[src/rtl/button_conditioner_pkg.sv]
// -----------------------------------------------------------------------------
// button_conditioner_pkg
// Shared definitions for the push-button conditioner:
//   chan_state_e : per-channel debounce FSM state encoding (3 bits)
//   cnt_width()  : bit width needed for a counter that must hold values up to
//                  and including max_count
// -----------------------------------------------------------------------------
package button_conditioner_pkg;

    typedef enum logic [2:0] {
        LOCKOUT     = 3'd0,  // wait for a clean released level before arming
        IDLE        = 3'd1,  // armed, button released
        PRESS_CHK   = 3'd2,  // press seen, qualifying stability
        HELD        = 3'd3,  // press accepted
        RELEASE_CHK = 3'd4   // release seen, qualifying stability
    } chan_state_e;

    // ceil(log2(max_count+1)): enough bits to represent 0..max_count.
    function automatic int unsigned cnt_width(input int unsigned max_count);
        return $clog2(max_count + 1);
    endfunction

endpackage

[src/rtl/button_conditioner_channel.sv]
// -----------------------------------------------------------------------------
// button_channel
// One push-button channel: 2-flop synchronizer, 5-state debounce FSM and a
// saturating stability counter.
// Ports:
//   clk   : system clock, rising edge
//   rst   : synchronous reset, active low
//   raw   : asynchronous button pin, 1 = pressed
//   level : registered debounced level (1 in HELD / RELEASE_CHK)
//   pulse : registered one-clock pulse, first cycle of HELD after a press
// -----------------------------------------------------------------------------
module button_channel
    import button_conditioner_pkg::*;
#(
    parameter int unsigned DEBOUNCE_CYCLES = 1000000
) (
    input  logic clk,
    input  logic rst,
    input  logic raw,
    output logic level,
    output logic pulse
);

    localparam int unsigned      CNT_W   = cnt_width(DEBOUNCE_CYCLES);
    localparam logic [CNT_W-1:0] CNT_MAX = CNT_W'(DEBOUNCE_CYCLES - 1);

    logic             sync1_q;
    logic             sync2_q;
    chan_state_e      state_q, state_d;
    logic [CNT_W-1:0] cnt_q,   cnt_d;
    logic             level_q, level_d;
    logic             pulse_q, pulse_d;
    logic             cnt_done;

    // The counter only ever advances while below CNT_MAX, so it saturates
    // there instead of wrapping.
    assign cnt_done = (cnt_q == CNT_MAX);

    // NOTE: sequential state uses non-blocking assignments so every flop
    // samples the pre-edge value of its neighbours (the synchronizer chain
    // depends on this).
    always_ff @(posedge clk) begin
        if (!rst) begin
            sync1_q <= 1'b0;
            sync2_q <= 1'b0;
            state_q <= LOCKOUT;
            cnt_q   <= '0;
            level_q <= 1'b0;
            pulse_q <= 1'b0;
        end else begin
            sync1_q <= raw;
            sync2_q <= sync1_q;
            state_q <= state_d;
            cnt_q   <= cnt_d;
            level_q <= level_d;
            pulse_q <= pulse_d;
        end
    end

    // NOTE: every output of this block gets a default before the case, so no
    // path leaves a variable unassigned and no latch is inferred.
    always_comb begin
        state_d = state_q;
        cnt_d   = cnt_q;

        case (state_q)
            // A button held through reset keeps clearing the counter, so it
            // cannot arm until it has been seen released for the full window.
            LOCKOUT: begin
                if (sync2_q) begin
                    cnt_d = '0;
                end else if (cnt_done) begin
                    state_d = IDLE;
                    cnt_d   = '0;
                end else begin
                    cnt_d = cnt_q + CNT_W'(1);
                end
            end
            IDLE: begin
                if (sync2_q) begin
                    state_d = PRESS_CHK;
                    cnt_d   = '0;
                end
            end
            PRESS_CHK: begin
                if (!sync2_q) begin
                    state_d = IDLE;
                    cnt_d   = '0;
                end else if (cnt_done) begin
                    state_d = HELD;
                    cnt_d   = '0;
                end else begin
                    cnt_d = cnt_q + CNT_W'(1);
                end
            end
            HELD: begin
                if (!sync2_q) begin
                    state_d = RELEASE_CHK;
                    cnt_d   = '0;
                end
            end
            RELEASE_CHK: begin
                // Bouncing back high returns to HELD without a new pulse.
                if (sync2_q) begin
                    state_d = HELD;
                    cnt_d   = '0;
                end else if (cnt_done) begin
                    state_d = IDLE;
                    cnt_d   = '0;
                end else begin
                    cnt_d = cnt_q + CNT_W'(1);
                end
            end
            default: begin
                state_d = LOCKOUT;
                cnt_d   = '0;
            end
        endcase

        // Outputs are registered from the next state so they line up with
        // the state register rather than lagging it by a cycle.
        level_d = (state_d == HELD) || (state_d == RELEASE_CHK);
        pulse_d = (state_q == PRESS_CHK) && (state_d == HELD);
    end

    assign level = level_q;
    assign pulse = pulse_q;

endmodule

[src/rtl/button_conditioner.sv]
// -----------------------------------------------------------------------------
// button_conditioner
// Bank of N_BUT independent debounced push-button channels.
// Ports:
//   clk       : system clock, rising edge
//   rst       : synchronous reset, active low
//   but_raw   : asynchronous button pins, 1 = pressed
//   but_level : debounced level per channel
//   but_pulse : one-clock press pulse per channel
// Parameters:
//   N_BUT           : number of channels
//   DEBOUNCE_CYCLES : stable samples needed to accept a change (2..2^24-1)
// -----------------------------------------------------------------------------
module button_conditioner
    import button_conditioner_pkg::*;
#(
    parameter int unsigned N_BUT           = 5,
    parameter int unsigned DEBOUNCE_CYCLES = 1000000
) (
    input  logic             clk,
    input  logic             rst,
    input  logic [N_BUT-1:0] but_raw,
    output logic [N_BUT-1:0] but_level,
    output logic [N_BUT-1:0] but_pulse
);

    for (genvar i = 0; i < N_BUT; i++) begin : g_chan
        button_channel #(
            .DEBOUNCE_CYCLES(DEBOUNCE_CYCLES)
        ) u_chan (
            .clk  (clk),
            .rst  (rst),
            .raw  (but_raw[i]),
            .level(but_level[i]),
            .pulse(but_pulse[i])
        );
    end

endmodule

[config.mk]
export PLATFORM = sky130hd
export DESIGN_NAME = button_conditioner
export DESIGN_NICKNAME = d
export VERILOG_FILES = /design/src/rtl/button_conditioner_pkg.sv /design/src/rtl/button_conditioner_channel.sv /design/src/rtl/button_conditioner.sv
export SDC_FILE = /design/constraint.sdc
export NUM_CORES = 1
export LEC_CHECK = 0
export CORE_ASPECT_RATIO = 0.6
export CORE_MARGIN = 2
export CORE_UTILIZATION = 40
export CTS_CLUSTER_DIAMETER = 120
export DETAILED_ROUTE_END_ITERATION = 6
export GPL_ROUTABILITY_DRIVEN = 0
export SLEW_MARGIN = 20
export SYNTH_ARGS = -nofsm -noshare
export SYNTH_HDL_FRONTEND = slang
export SYNTH_SLANG_ARGS = --single-unit
[constraint.sdc]
create_clock -name clk -period 4 [get_ports clk]
set_input_delay 0.8 -clock clk [delete_from_list [all_inputs] [get_ports clk]]
set_output_delay 0.8 -clock clk [all_outputs]
set_load 0.01 [all_outputs]
# [After elaboration in Yosys (flattened, before gate mapping)]
# Cells that the tools add are included.
[word_totals] inputBits=7 reg_bits=135
[op_classes] n_mux=70 n_reduce_logical=25 n_addsub=5 n_eq_ne=45
[op_table] op="$mux W20" n=25
[op_table] op="$pmux W20 S4" n=5
[op_table] op="$mux W3" n=35
[op_table] op="$add A20 B1 Y20 const B" n=5
[op_table] op="$eq A20 B20 Y1 const B" n=5
[op_table] op="$pmux W3 S5" n=5
[op_table] op="$eq A3 B2 Y1 const B" n=15
[op_table] op="$eq A3 B3 Y1 const B" n=10
[op_table] op="$eq A3 B1 Y1 const B" n=5
[op_table] op="$logic_not A3 Y1" n=5
[op_table] op="$ne A2 B1 Y1 const B" n=5
[op_table] op="$ne A2 B2 Y1 const B" n=5
[op_table] op="$reduce_and A2 Y1" n=5
[op_table] op="$reduce_or A2 Y1" n=5
[op_table] op="$logic_and A1 B1 Y1" n=5
[op_table] op="$logic_or A1 B1 Y1" n=5

# [Depth between registers and ports, before layout]
[logic_depth] ltp_word=6 ltp_mapped=7

# [Hierarchy]
# A second synthesis with hierarchy kept.
[hier_totals] cells_unflattened=739 hier_area_um2=6875.3
[modules_own_cells] module="button_channel at g_chan[0].u_chan ..." seq_area_each_um2=540.5 n_inst=4 area_each_um2=1387.6 cells_per_inst=148
[modules_own_cells] module="button_channel at g_chan[4].u_chan" seq_area_each_um2=540.5 n_inst=1 area_each_um2=1325.0 cells_per_inst=147

# [Least setup slack after synthesis]
# Ideal clock, no wire load.
[synth_path] path_type="input -> register" start="input port rst" end="register g_chan[3].u_chan.level_q" arrival_ns=1.775 path_slack_ns=2.150 required_time_ns=3.925 path_stages=5 setup_ns=0.075 n_path_buf=3 path_cell_list="clkbuf_1 clkbuf_1 buf_1 nand3_1 o22ai_1"
[synth_rtl] element="from (decl)" line="button_conditioner.sv:21" source="input logic rst,"
[synth_rtl] element="to (signal assigned)" line="button_conditioner_channel.sv:55" source="level_q <= level_d;"
[synth_rtl] element="to (decl)" line="button_conditioner_channel.sv:31" source="logic level_q, level_d;"

==> run summary <==
Critical Path AT: 2.79 ns
gr usage total: 0.166
n_diodes: 0
syn avg cell area: 8.45 um^2
Setup TNS: 0 ns
Post-synth EDFFs: 0
Initial DRC Count: 350
launching point of the worst reg2reg path: g_chan[2].u_chan.cnt_q[0]$_SDFFE_PN0P_
RR Endpoint: g_chan[2].u_chan.cnt_q[2]$_SDFFE_PN0P_
placed insts: 999
synthesized flop and latch total: 135
Top FF cell, synth: dfxtp_1
vias in the first global route: 4750
post-CTS setup buffer count: 0
final worst-path cycle share: 0.614
syn_nets: 807
RSZ-0062 raised after global routing: false
commonest non-fill, non-tap cell in the layout: dfxtp_1
CTS clock-pin slew for the worst setup and hold paths: 0.06 ns
max-slew violation count: 0
vias per cell: 5.19
synthesis-to-layout area growth: 13.1%
area of the die: 17900 um^2
Post-CTS Hold Buffers: 0
total power per unit cell area: 421 nW/um^2
Post-layout nets: 802
TritonCTS clock tree: yes
ys async rst share: 0
Pleak: 2.50 nW
Filler cells: 1577
Synth area leaders: dfxtp_1 (40%), xnor2_1 (7.8%), nor2_1 (7.0%), xor2_1 (4.7%), nand3_1 (3.2%)
post-synthesis sequential area ratio: 0.402
largest net degree at the start of global routing: 21
worst reg2reg setup slack: 1.62 ns
core area: 16400 um^2
area leader, netlist: dfxtp_1
Clk Latency, worst-skew pair: 0.42 ns
count of different cell masters after synthesis: 64
first-pass GRT wire length: 24100 um
Hold EP: g_chan[3].u_chan.sync2_q$_SDFF_PN0_
FF+latch area: 2700 um^2
worst slew pin tran: 0.833 ns
share of the synthesized area in the top cell type: 0.402
Rel. slew slack: 0.442
Post-DRT Antenna Nets: 0
H-tree levels: 4
CTS Sinks: 135
total CTS buffers: 17
WL/cell: 13.6 um
CTS resizes: 0
Post-DP HPWL: 9560 um
num rows: 36
Max Fclk: 407 MHz
CTS max path bufs: 2
most frequent cells in the layout: dfxtp_1 (135), nor2_1 (125), xnor2_1 (60)
GR Overflow Total: 0
nature of the critical path startpoint: primary input
first drt pass iteration count: 5
share of cells above drive strength 1: 0.0610
Warnings, synthesis: 0
Die Wd: 171 um
port buffer count: 16
endpoints failing hold: 0
Crit Path Max Fanout: 19
drt drc: 0
WP data required: 4.33 ns
dpl ws: 1.08 ns
area of the multi-input gates: 3730 um^2
Setup Viol. Count Final: 0
hold wc startpoint: g_chan[3].u_chan.sync1_q$_SDFF_PN0_
Setup CP Type: in2reg
initial antenna violation count: 0
outcome: completed
Hold Path Cell Cnt: 1
Max-cap violations: 0
Max VDD drop: 0.000265 V
Mapped Area: 6720 um^2
clock root buffer: clkbuf_16
Layout Skew: 0.00912 ns
setup ws final: 1.54 ns
final WL: 14000 um
synthesized instance count: 795
Die H: 104 um
routed via count: 5353
CP endpoint kind: flop
crit path time final: 2.46 ns
I/O pins: 17
Initial Util: 0.411
worst hold path type: reg2reg
Worst R2R Path Depth: 6
fin cells: 1031
## how the worst max path moves through the flow
stage | from | end | slack, ns | cells past startpoint
after global routing | g_chan[2].u_chan.cnt_q[0]$_SDFFE_PN0P_ | g_chan[2].u_chan.cnt_q[7]$_SDFFE_PN0P_ | 1.34 | 6
after CTS | rst | g_chan[2].u_chan.cnt_q[2]$_SDFFE_PN0P_ | 1.55 | 3
after floorplan | rst | g_chan[3].u_chan.level$_SDFF_PN0_ | 2.15 | 5
final | rst | g_chan[2].u_chan.cnt_q[2]$_SDFFE_PN0P_ | 1.54 | 3
after detailed placement | rst | g_chan[2].u_chan.cnt_q[2]$_SDFFE_PN0P_ | 1.08 | 3
after global placement | rst | g_chan[2].u_chan.cnt_q[18]$_SDFFE_PN0P_ | 1.19 | 3
## synth_stat cells, types with 3 or more instances
master,number
and2_1,13
mux2i_1,3
xnor2_1,60
nand2_1,57
nor4_1,20
nand2b_1,13
clkbuf_1,16
buf_4,12
nor4b_1,4
nor3_1,29
nor2b_1,13
buf_2,15
or4_1,6
a21o_1,4
o211ai_1,5
inv_1,13
dfxtp_1,135
a21oi_1,14
nand4bb_1,3
o21ai_1,3
xor2_1,36
nand4_1,28
nand3b_1,6
o21ai_0,19
a31oi_1,7
or4b_1,6
nor4bb_1,5
o2111ai_1,3
nor2_1,125
and4_1,10
nand3_1,43
nor3b_1,5
ha_1,5
and4b_1,5
a32oi_1,3
and3_1,15
## metal layers
layer | vias to the layer above | wire [um] | global-route usage | share of wire
met5 | - | 0 | 0 | 0
met4 | 0 | 129 | 0.0545 | 0.0092
met3 | 13 | 579 | 0.0377 | 0.041
met2 | 88 | 5290 | 0.208 | 0.38
met1 | 2476 | 7990 | 0.269 | 0.57
li1 | 2776 | - | - | -
## logic make-up after synthesis
| logic type | share of synthesized area |
|---|---|
| xor gates and xnor gates | 0.125 |
| and+or+nand+nor | 0.340 |
| muxes | 0.00447 |
| AOI/OAI and AO/OA | 0.0767 |
| buffers and inverters | 0.0421 |
| DFF | 0.402 |
| adders and majority gates | 0.00931 |
## area by class of cell
class	count	area share
timing repair buffer	21	0.0260
tap	228	0.0375
sequential	135	0.355
clock inverter	10	0.0224
inverter	13	0.00642
clock buffer	22	0.0610
multi-input combinational	602	0.491
## critical path: stages
cell and delay (ns):
clkdlybuf4s50_1 0.92, nand4b_1 0.78, nor2_1 0.28
## flip-flops by register name (all words and copies together), names as in the netlist
name                   flops
g_chan.u_chan.cnt_q      100
g_chan.u_chan.state_q     15
g_chan.u_chan.sync1_q      5
g_chan.u_chan.level        5
g_chan.u_chan.sync2_q      5
g_chan.u_chan.pulse        5
## report_power, final
| part | switching (mW) | internal (mW) | total (mW) |
|---|---|---|---|
| sequential | 0.0296 | 1.37 | 1.40 |
| clock | 0.600 | 1.08 | 1.68 |
| combinational | 0.0713 | 0.0478 | 0.119 |
| total | 0.701 | 2.50 | 3.20 |
## metrics by stage
step                hold WS (ns)  power [mW]   util  cell area [um^2]
finish                     0.425        3.20  0.465              7600
global route               0.443        3.33  0.465              7600
CTS                        0.431        3.24  0.465              7600
detailed placement         0.422        1.55  0.426              6970
global placement           0.416        1.54  0.426              6970
floorplan                  0.412        1.51      -              6720
Note: power is estimated with default switching activity, not from simulation.
